[src/rtl/imem_loader_pkg.sv]
// Shared definitions for the instruction-memory boot loader and the memory it feeds.
package imem_loader_pkg;

  localparam int unsigned IMEM_DEPTH = 64;
  localparam int unsigned WORD_BYTES = 4;

  typedef enum logic [2:0] {
    ST_IDLE,
    ST_LEN,
    ST_LOAD,
    ST_FINISH,
    ST_DONE,
    ST_ERROR
  } state_t;

endpackage

[src/rtl/imem_byte_packer.sv]
// Packs a little-endian byte stream into 32-bit words; word_valid marks the byte
// that completes a word, with the full word presented combinationally alongside it.
module imem_byte_packer
  import imem_loader_pkg::*;
(
  input  logic        clk,
  input  logic        rst,
  input  logic        clear,
  input  logic        byte_valid,
  input  logic [7:0]  byte_data,
  output logic        word_valid,
  output logic [31:0] word
);

  logic [1:0]  lane;
  logic [23:0] shreg;

  // Lane counter and three-byte shift register (oldest byte ends up in bits 7:0)
  always_ff @(posedge clk or posedge rst) begin
    if (rst) begin
      lane  <= '0;
      shreg <= '0;
    end else if (clear) begin
      lane  <= '0;
    end else if (byte_valid) begin
      lane  <= lane + 2'd1;
      shreg <= {byte_data, shreg[23:8]};
    end
  end

  // Fourth byte completes the word: it lands in the top lane
  always_comb begin
    word_valid = byte_valid && (lane == 2'(WORD_BYTES - 1));
    word       = {byte_data, shreg};
  end

endmodule

[src/rtl/imem_loader.sv]
// Boot-image loader: length header, then N little-endian words written to the
// instruction memory at byte addresses 0,4,8,... while holding the CPU.
module imem_loader
  import imem_loader_pkg::*;
#(
  parameter int unsigned DEPTH = IMEM_DEPTH,
  parameter int unsigned LEN_W = 8
) (
  input  logic        clk,
  input  logic        reset,
  input  logic        start,
  input  logic [7:0]  rx_data,
  input  logic        rx_valid,
  output logic        rx_ready,
  output logic        wr_en,
  output logic [31:0] wr_addr,
  output logic [31:0] wr_data,
  output logic        cpu_hold,
  output logic        busy,
  output logic        done,
  output logic        err
);

  state_t             state, state_next;
  logic [LEN_W-1:0]   n_words;
  logic [LEN_W-1:0]   word_idx;
  logic [LEN_W-1:0]   idx_next;
  logic               take;
  logic               hdr_zero;
  logic               hdr_big;
  logic               last_word;
  logic               pk_valid;
  logic [31:0]        pk_word;

  imem_byte_packer u_packer (
    .clk        (clk),
    .rst        (reset),
    .clear      (state == ST_LEN),
    .byte_valid (take && (state == ST_LOAD)),
    .byte_data  (rx_data),
    .word_valid (pk_valid),
    .word       (pk_word)
  );

  // Handshake, header classification and status outputs
  always_comb begin
    rx_ready  = (state == ST_LEN) || (state == ST_LOAD);
    take      = rx_valid && rx_ready;
    hdr_zero  = (rx_data == 8'd0);
    hdr_big   = ({24'd0, rx_data} > 32'(DEPTH));
    idx_next  = word_idx + LEN_W'(1);
    last_word = (idx_next == n_words);
    busy      = (state == ST_LEN) || (state == ST_LOAD) || (state == ST_FINISH);
    cpu_hold  = busy;
    done      = (state == ST_DONE);
    err       = (state == ST_ERROR);
  end

  // Next-state logic
  always_comb begin
    state_next = state;
    unique case (state)
      ST_IDLE:   if (start) state_next = ST_LEN;
      ST_LEN: begin
        if (take) begin
          if (hdr_zero)     state_next = ST_DONE;
          else if (hdr_big) state_next = ST_ERROR;
          else              state_next = ST_LOAD;
        end
      end
      ST_LOAD:   if (pk_valid && last_word) state_next = ST_FINISH;
      ST_FINISH: state_next = ST_DONE;
      ST_DONE:   if (start) state_next = ST_LEN;
      ST_ERROR:  if (start) state_next = ST_LEN;
      default:   state_next = ST_IDLE;
    endcase
  end

  // State register
  always_ff @(posedge clk or posedge reset) begin
    if (reset) state <= ST_IDLE;
    else       state <= state_next;
  end

  // Length latch, word index and registered write port
  always_ff @(posedge clk or posedge reset) begin
    if (reset) begin
      n_words  <= '0;
      word_idx <= '0;
      wr_en    <= 1'b0;
      wr_addr  <= '0;
      wr_data  <= '0;
    end else begin
      wr_en <= 1'b0;
      if ((state == ST_LEN) && take) begin
        n_words  <= LEN_W'(rx_data);
        word_idx <= '0;
      end
      if ((state == ST_LOAD) && pk_valid) begin
        wr_en    <= 1'b1;
        wr_data  <= pk_word;
        wr_addr  <= {{(30 - LEN_W){1'b0}}, word_idx, 2'b00};
        word_idx <= idx_next;
      end
    end
  end

endmodule

[config.mk]
export PLATFORM = sky130hd
export DESIGN_NAME = imem_loader
export DESIGN_NICKNAME = d
export VERILOG_FILES = /design/src/rtl/imem_loader_pkg.sv /design/src/rtl/imem_byte_packer.sv /design/src/rtl/imem_loader.sv
export SDC_FILE = /design/constraint.sdc
export NUM_CORES = 1
export LEC_CHECK = 0
export ABC_AREA = 1
export CELL_PAD_IN_SITES_DETAIL_PLACEMENT = 1
export CELL_PAD_IN_SITES_GLOBAL_PLACEMENT = 1
export CORE_MARGIN = 3
export CORE_UTILIZATION = 37
export CTS_CLUSTER_SIZE = 24
export DETAILED_ROUTE_END_ITERATION = 16
export PLACE_DENSITY_LB_ADDON = 0.1
export SYNTH_ARGS = -nofsm -noshare
export SYNTH_HDL_FRONTEND = slang
export SYNTH_SLANG_ARGS = --single-unit
[constraint.sdc]
create_clock -name clk -period 3.26 [get_ports clk]
set_clock_uncertainty 0.05 [all_clocks]
set_input_delay 0.326 -clock clk [delete_from_list [all_inputs] [get_ports clk]]
set_output_delay 0.326 -clock clk [all_outputs]
set_load 0.02 [all_outputs]
==> results of run 1 <==
-- metrics by stage --
step / setup WS (ps) / cells
floorplan: 662.2 / 462
global placement: 1158 / 617
detailed placement: 1070 / 617
CTS: 845.9 / 633
global route: 720.0 / 633
finish: 882.8 / 633
-- cell type report --
type	count	area share, %
Clock inverter	6	0.9852
Tap cell	133	3.640
Multi-Input combinational cell	288	28.05
Timing Repair Buffer	61	13.41
Inverter	49	4.050
Sequential cell	86	47.07
Clock buffer	10	2.791
-- state kept, by name, summed over array words and instances (netlist names) --
register        count
wr_en               1
word_idx            8
state               3
wr_addr             8
u_packer.shreg     24
u_packer.lane       2
wr_data            32
n_words             8
-- power groups by stage --
| stage | combinational [mW] | clock [mW] | sequential [mW] |
|---|---|---|---|
| 2_1_floorplan | 0.519 | 0 | 1.40 |
| 3_3_place_gp | 0.685 | 0 | 1.44 |
| 3_5_place_dp | 0.704 | 0 | 1.44 |
| 4_1_cts | 0.712 | 0.703 | 1.42 |
| 5_1_grt | 0.814 | 0.751 | 1.45 |
| 6_report | 0.695 | 0.676 | 1.42 |
-- synth_stat cells --
master	n	area share (%)
o211ai_1	1	0.20
inv_2	3	0.30
o22ai_1	5	0.83
ha_1	2	0.66
buf_1	1	0.099
nand4_2	1	0.33
o21ai_1	13	1.7
nor2_4	1	0.30
xnor2_1	1	0.23
clkbuf_1	7	0.70
nor2_1	12	1.2
nor3_1	2	0.26
inv_1	46	4.6
nand3b_1	1	0.20
buf_4	25	5.0
o21ai_0	55	7.3
dfrtp_1	86	57
buf_2	6	0.79
o21bai_1	1	0.20
nand2_1	140	14
nor2_2	3	0.50
nand3_1	22	2.9
nand4_1	1	0.17
conb_1	1	0.099
xor2_1	1	0.23
a22o_1	1	0.23
o31ai_1	1	0.20
-- worst max path at each step --
stage	from	end	slack, ps	cells past startpoint
finish	state[2]$_DFFE_PP0P_	rx_ready	880	6
global route	state[0]$_DFFE_PP0P_	rx_ready	720	7
CTS	state[2]$_DFFE_PP0P_	rx_ready	850	6
detailed placement	rx_valid	u_packer.shreg[6]$_DFFE_PP0P_	1070	6
global placement	rx_valid	u_packer.shreg[8]$_DFFE_PP0P_	1160	6
floorplan	reset	n_words[0]$_DFFE_PP0P_	660	1
-- cells by family (layout without fill, tap and decap cells) --
| group | count (synthesis) | in the layout | synth area share [%] |
|---|---|---|---|
| xor gates and xnor gates | 2 | 2 | 0.4635 |
| buffers and inverters | 88 | 126 | 11.42 |
| adders and majority gates | 2 | 2 | 0.6619 |
| and+or+nand+nor | 183 | 183 | 19.76 |
| AOI/OAI and AO/OA | 77 | 77 | 10.66 |
| DFF | 86 | 86 | 56.93 |
| other | 1 | 24 | 0.09921 |
-- per-layer routing --
| metal | global-route usage [%] | vias up | part of all wire, % |
|---|---|---|---|
| met1 | 23.63 | 1395 | 51 |
| met2 | 23.28 | 64 | 43 |
| met3 | 2.589 | 7 | 4.3 |
| met5 | 0 | - | 0 |
| li1 | - | 1449 | - |
| met4 | 5.845 | 0 | 1.0 |
==> run metrics, run 1 <==
register bit total from synthesis 86; switch share 34.90%; leakage power 2.217 nW; placed cell areas 4399 um2; Clock transition at path regs 90 ps; R2R setup slack 1240 ps; Post-CTS Setup Repair Bufs 0; final hold violation count 0; layout cells sized above 1 5.600%; filler instances 1213; post-route cell area 4572 um2; Synth Cell Area 3780 um2; max_slew headroom 44.90%; # port buffers 57; CP max stage delay 610 ps; internal power 1.817 mW; Reg power frac 50.9%; commonest non-fill, non-tap cell in the layout nand2_1; register area 2152 um2; worst path arrival time 2000 ps; fin util 46.35%; Synth Warn # 0; Reg2Reg Depth 7; Gate power share 24.9%; vias in the first global route 2973; Psw 0.9739 mW; initial antenna violation count 0; CP endpoint kind output port; Nets 509; die span in y 107.1 um; Max Cap Viol 0; largest net degree at the start of global routing 48; outcome finished, final reports clean; I/O pin total 82; Worst VDD drop 0.3364 mV; Slew @ Worst Pin 825.5 ps; DRT antenna net count 0; Crit Path Class flop to output port; clk_lat worst skew 340 ps; drt pass-1 iters 4; die area 11470 um2; multi-input logic area 1282 um2; clock buffer count from CTS 9; maximum clock insertion buffer count 2; Pwr Density 610.4 nW/um2; DRC errors left 0; Slew Viols, Final 0; total power 2.791 mW; Core Rows 36; most frequent cells in the layout 140 x nand2_1, 86 x dfrtp_1, 57 x clkdlybuf4s50_1; clock share of power 24.2%; Hold Crit Class primary input to async pin; hpwl dp 6159 um; critical path's top delay family buffers and inverters; initial core utilization 38.32%; Root Buffer clkbuf_8; 1st-iter DRT viols 110; worst path cell trace nor2_1 -> inv_1 -> nor2_1 -> inv_1 -> nand2_1 -> clkdlybuf4s50_1; worst hold slack 385.4 ps; DR vias/cell 4.605; post-route setup TNS 0 ps; routed length per instance 13.35 um; CP max-delay cell clkdlybuf4s50_1; CTS tree done; hold buffers post-CTS 0; # setup viols final 0; fmax 420.7 MHz; RSZ-0062 raised after global routing no; total number of vias 2915; Routed WL 8450 um; Seq/Total Area, Yosys 56.93%; Synth-to-Final Area Change 20.95%; FF-to-FF End u_packer.shreg[3]$_DFFE_PP0P_; worst-path maximum fanout 5; clock sink count 86; CP bufs+invs 3; Final period util 72.92%; core area 9864 um2; reg-to-reg startpoint state[1]$_DFFE_PP0P_; gr usage total 15.89%; number of gates resized after cts 0; Cell variety after synth 27; syn avg cell area 8.610 um2; H-tree depth 3; Ant. Diodes 0; Period minus WS final 2377 ps; RD Place Congestion 0.7477; Mapped Cells 439; first-pass GRT wire length 14600 um; Worst setup SP type flop; gr ovfl total 0; Critical Path RT 2880 ps; Horiz. Die Dim 107.1 um
(Power assumes the default switching activity.)
==> inputs of run 2 (changes only) <==
==> constraint.sdc (replaced) <==
create_clock -name clk -period 2.45 [get_ports clk]
set_clock_uncertainty 0.05 [all_clocks]
set_input_delay 0.245 -clock clk [delete_from_list [all_inputs] [get_ports clk]]
set_output_delay 0.245 -clock clk [all_outputs]
set_load 0.02 [all_outputs]
==> run 2 against run 1 <==
Net effect: combinational power grew 35%; register-to-register slack got worse by 700 ps; wire length grew 1.8%; first-iteration DRC count down 10%.
==> run metrics, run 2 (synthesized netlist as in run 1, its figures left out) <==
initial antenna violation count 0; worst path arrival time 1930 ps; core area 9864 um2; Reg power frac 50.6%; DR vias/cell 4.628; clock sink count 86; Worst VDD drop 0.3679 mV; Slew Viols, Final 0; internal power 2.419 mW; FF-to-FF End state[2]$_DFFE_PP0P_; routed length per instance 13.57 um; RD Place Congestion 0.8041; reg-to-reg startpoint word_idx[1]$_DFFE_PP0P_; CP max-delay cell clkdlybuf4s50_1; I/O pin total 82; worst-path maximum fanout 5; most frequent cells in the layout 140 x nand2_1, 86 x dfrtp_1, 57 x clkdlybuf4s50_1; post-route setup TNS 0 ps; outcome finished, final reports clean; drt pass-1 iters 4; gr ovfl total 0; layout cells sized above 1 5.788%; Worst setup SP type flop; first-pass GRT wire length 14520 um; fmax 449.4 MHz; clock share of power 24.2%; 1st-iter DRT viols 99; H-tree depth 3; Psw 1.315 mW; switch share 35.22%; leakage power 2.223 nW; CTS tree done; Root Buffer clkbuf_8; Nets 510; DRC errors left 0; total number of vias 2934; Ant. Diodes 0; Final period util 90.82%; post-route cell area 4583 um2; Routed WL 8606 um; Clock transition at path regs 90 ps; Reg2Reg Depth 14; largest net degree at the start of global routing 87; number of gates resized after cts 0; maximum clock insertion buffer count 2; Hold Crit Class primary input to async pin; DRT antenna net count 0; top flop regs wr_data (32), u_packer.shreg (24); critical path launch point state[2]$_DFFE_PP0P_; CP endpoint kind output port; CP max stage delay 610 ps; Synth-to-Final Area Change 21.25%; RSZ-0062 raised after global routing no; Largest register FFs 32; vias in the first global route 2939; hold buffers post-CTS 0; Crit Path Class flop to output port; Post-CTS Setup Repair Bufs 0; # setup viols final 0; Gate power share 25.2%; initial core utilization 38.32%; # port buffers 57; hpwl dp 6148 um; R2R setup slack 540 ps; commonest non-fill, non-tap cell in the layout nand2_1; final hold violation count 0; Critical Path RT 2150 ps; Horiz. Die Dim 107.1 um; die span in y 107.1 um; Core Rows 36; clk_lat worst skew 350 ps; Max Cap Viol 0; placed cell areas 4409 um2; gr usage total 15.89%; clock buffer count from CTS 9; Pwr Density 814.9 nW/um2; Period minus WS final 2225 ps; most flop-heavy register wr_data; die area 11470 um2; worst path cell trace nor2_1 -> inv_1 -> nor2_1 -> inv_1 -> nand2_1 -> clkdlybuf4s50_1
[run 2: worst max-delay path, delay by kind of cell (launching register included)]
family                 cells  cell delay, ps
DFF                        1             450
and+or+nand+nor            3             370
buffers and inverters      3             760
[run 2: how the worst max path moves through the flow]
stage               slack, ps                      end  cells after the start
floorplan                 770     state[2]$_DFFE_PP0P_                      6
global placement          460  word_idx[6]$_DFFE_PP0P_                      6
detailed placement        450  word_idx[5]$_DFFE_PP0P_                      6
CTS                       200                 rx_ready                      7
global route               90                 rx_ready                      7
finish                    220                 rx_ready                      6
[run 2: power by group through the flow]
stage / sequential [mW] / clock [mW] / combinational (mW)
2_1_floorplan: 1.86 / 0 / 0.691
3_3_place_gp: 1.91 / 0 / 0.920
3_5_place_dp: 1.92 / 0 / 0.945
4_1_cts: 1.89 / 0.930 / 0.955
5_1_grt: 1.93 / 0.989 / 1.08
6_report: 1.89 / 0.903 / 0.940
[run 2: layout make-up]
class | count | area (um2)
sequential | 86 | 2152
multi-input combinational | 288 | 1282
clock buffer | 10 | 127.6
tap | 133 | 166.4
clock inverter | 6 | 46.29
fill | 1191 | 5281
timing repair buffer | 62 | 620.6
inverter | 49 | 187.7
[run 2: metal layers]
| layer | track usage, % | vias to the layer above | share of wire [%] |
|---|---|---|---|
| met5 | 0 | - | 0 |
| met4 | 3.836 | 0 | 0.88 |
| met3 | 3.191 | 6 | 3.9 |
| met2 | 23.59 | 65 | 44 |
| met1 | 23.84 | 1409 | 51 |
| li1 | - | 1454 | - |
[run 2: stage by stage]
step	utilization (%)	cells	hold slack [ps]	power (mW)	worst slack, ps
2_1_floorplan	-	462	316.0	2.553	765.1
3_3_place_gp	44.70	618	400.9	2.829	458.8
3_5_place_dp	44.70	618	407.7	2.868	454.9
4_1_cts	46.46	634	325.6	3.779	200.6
5_1_grt	46.46	634	340.2	4.000	89.01
6_report	46.46	634	314.1	3.735	225.0
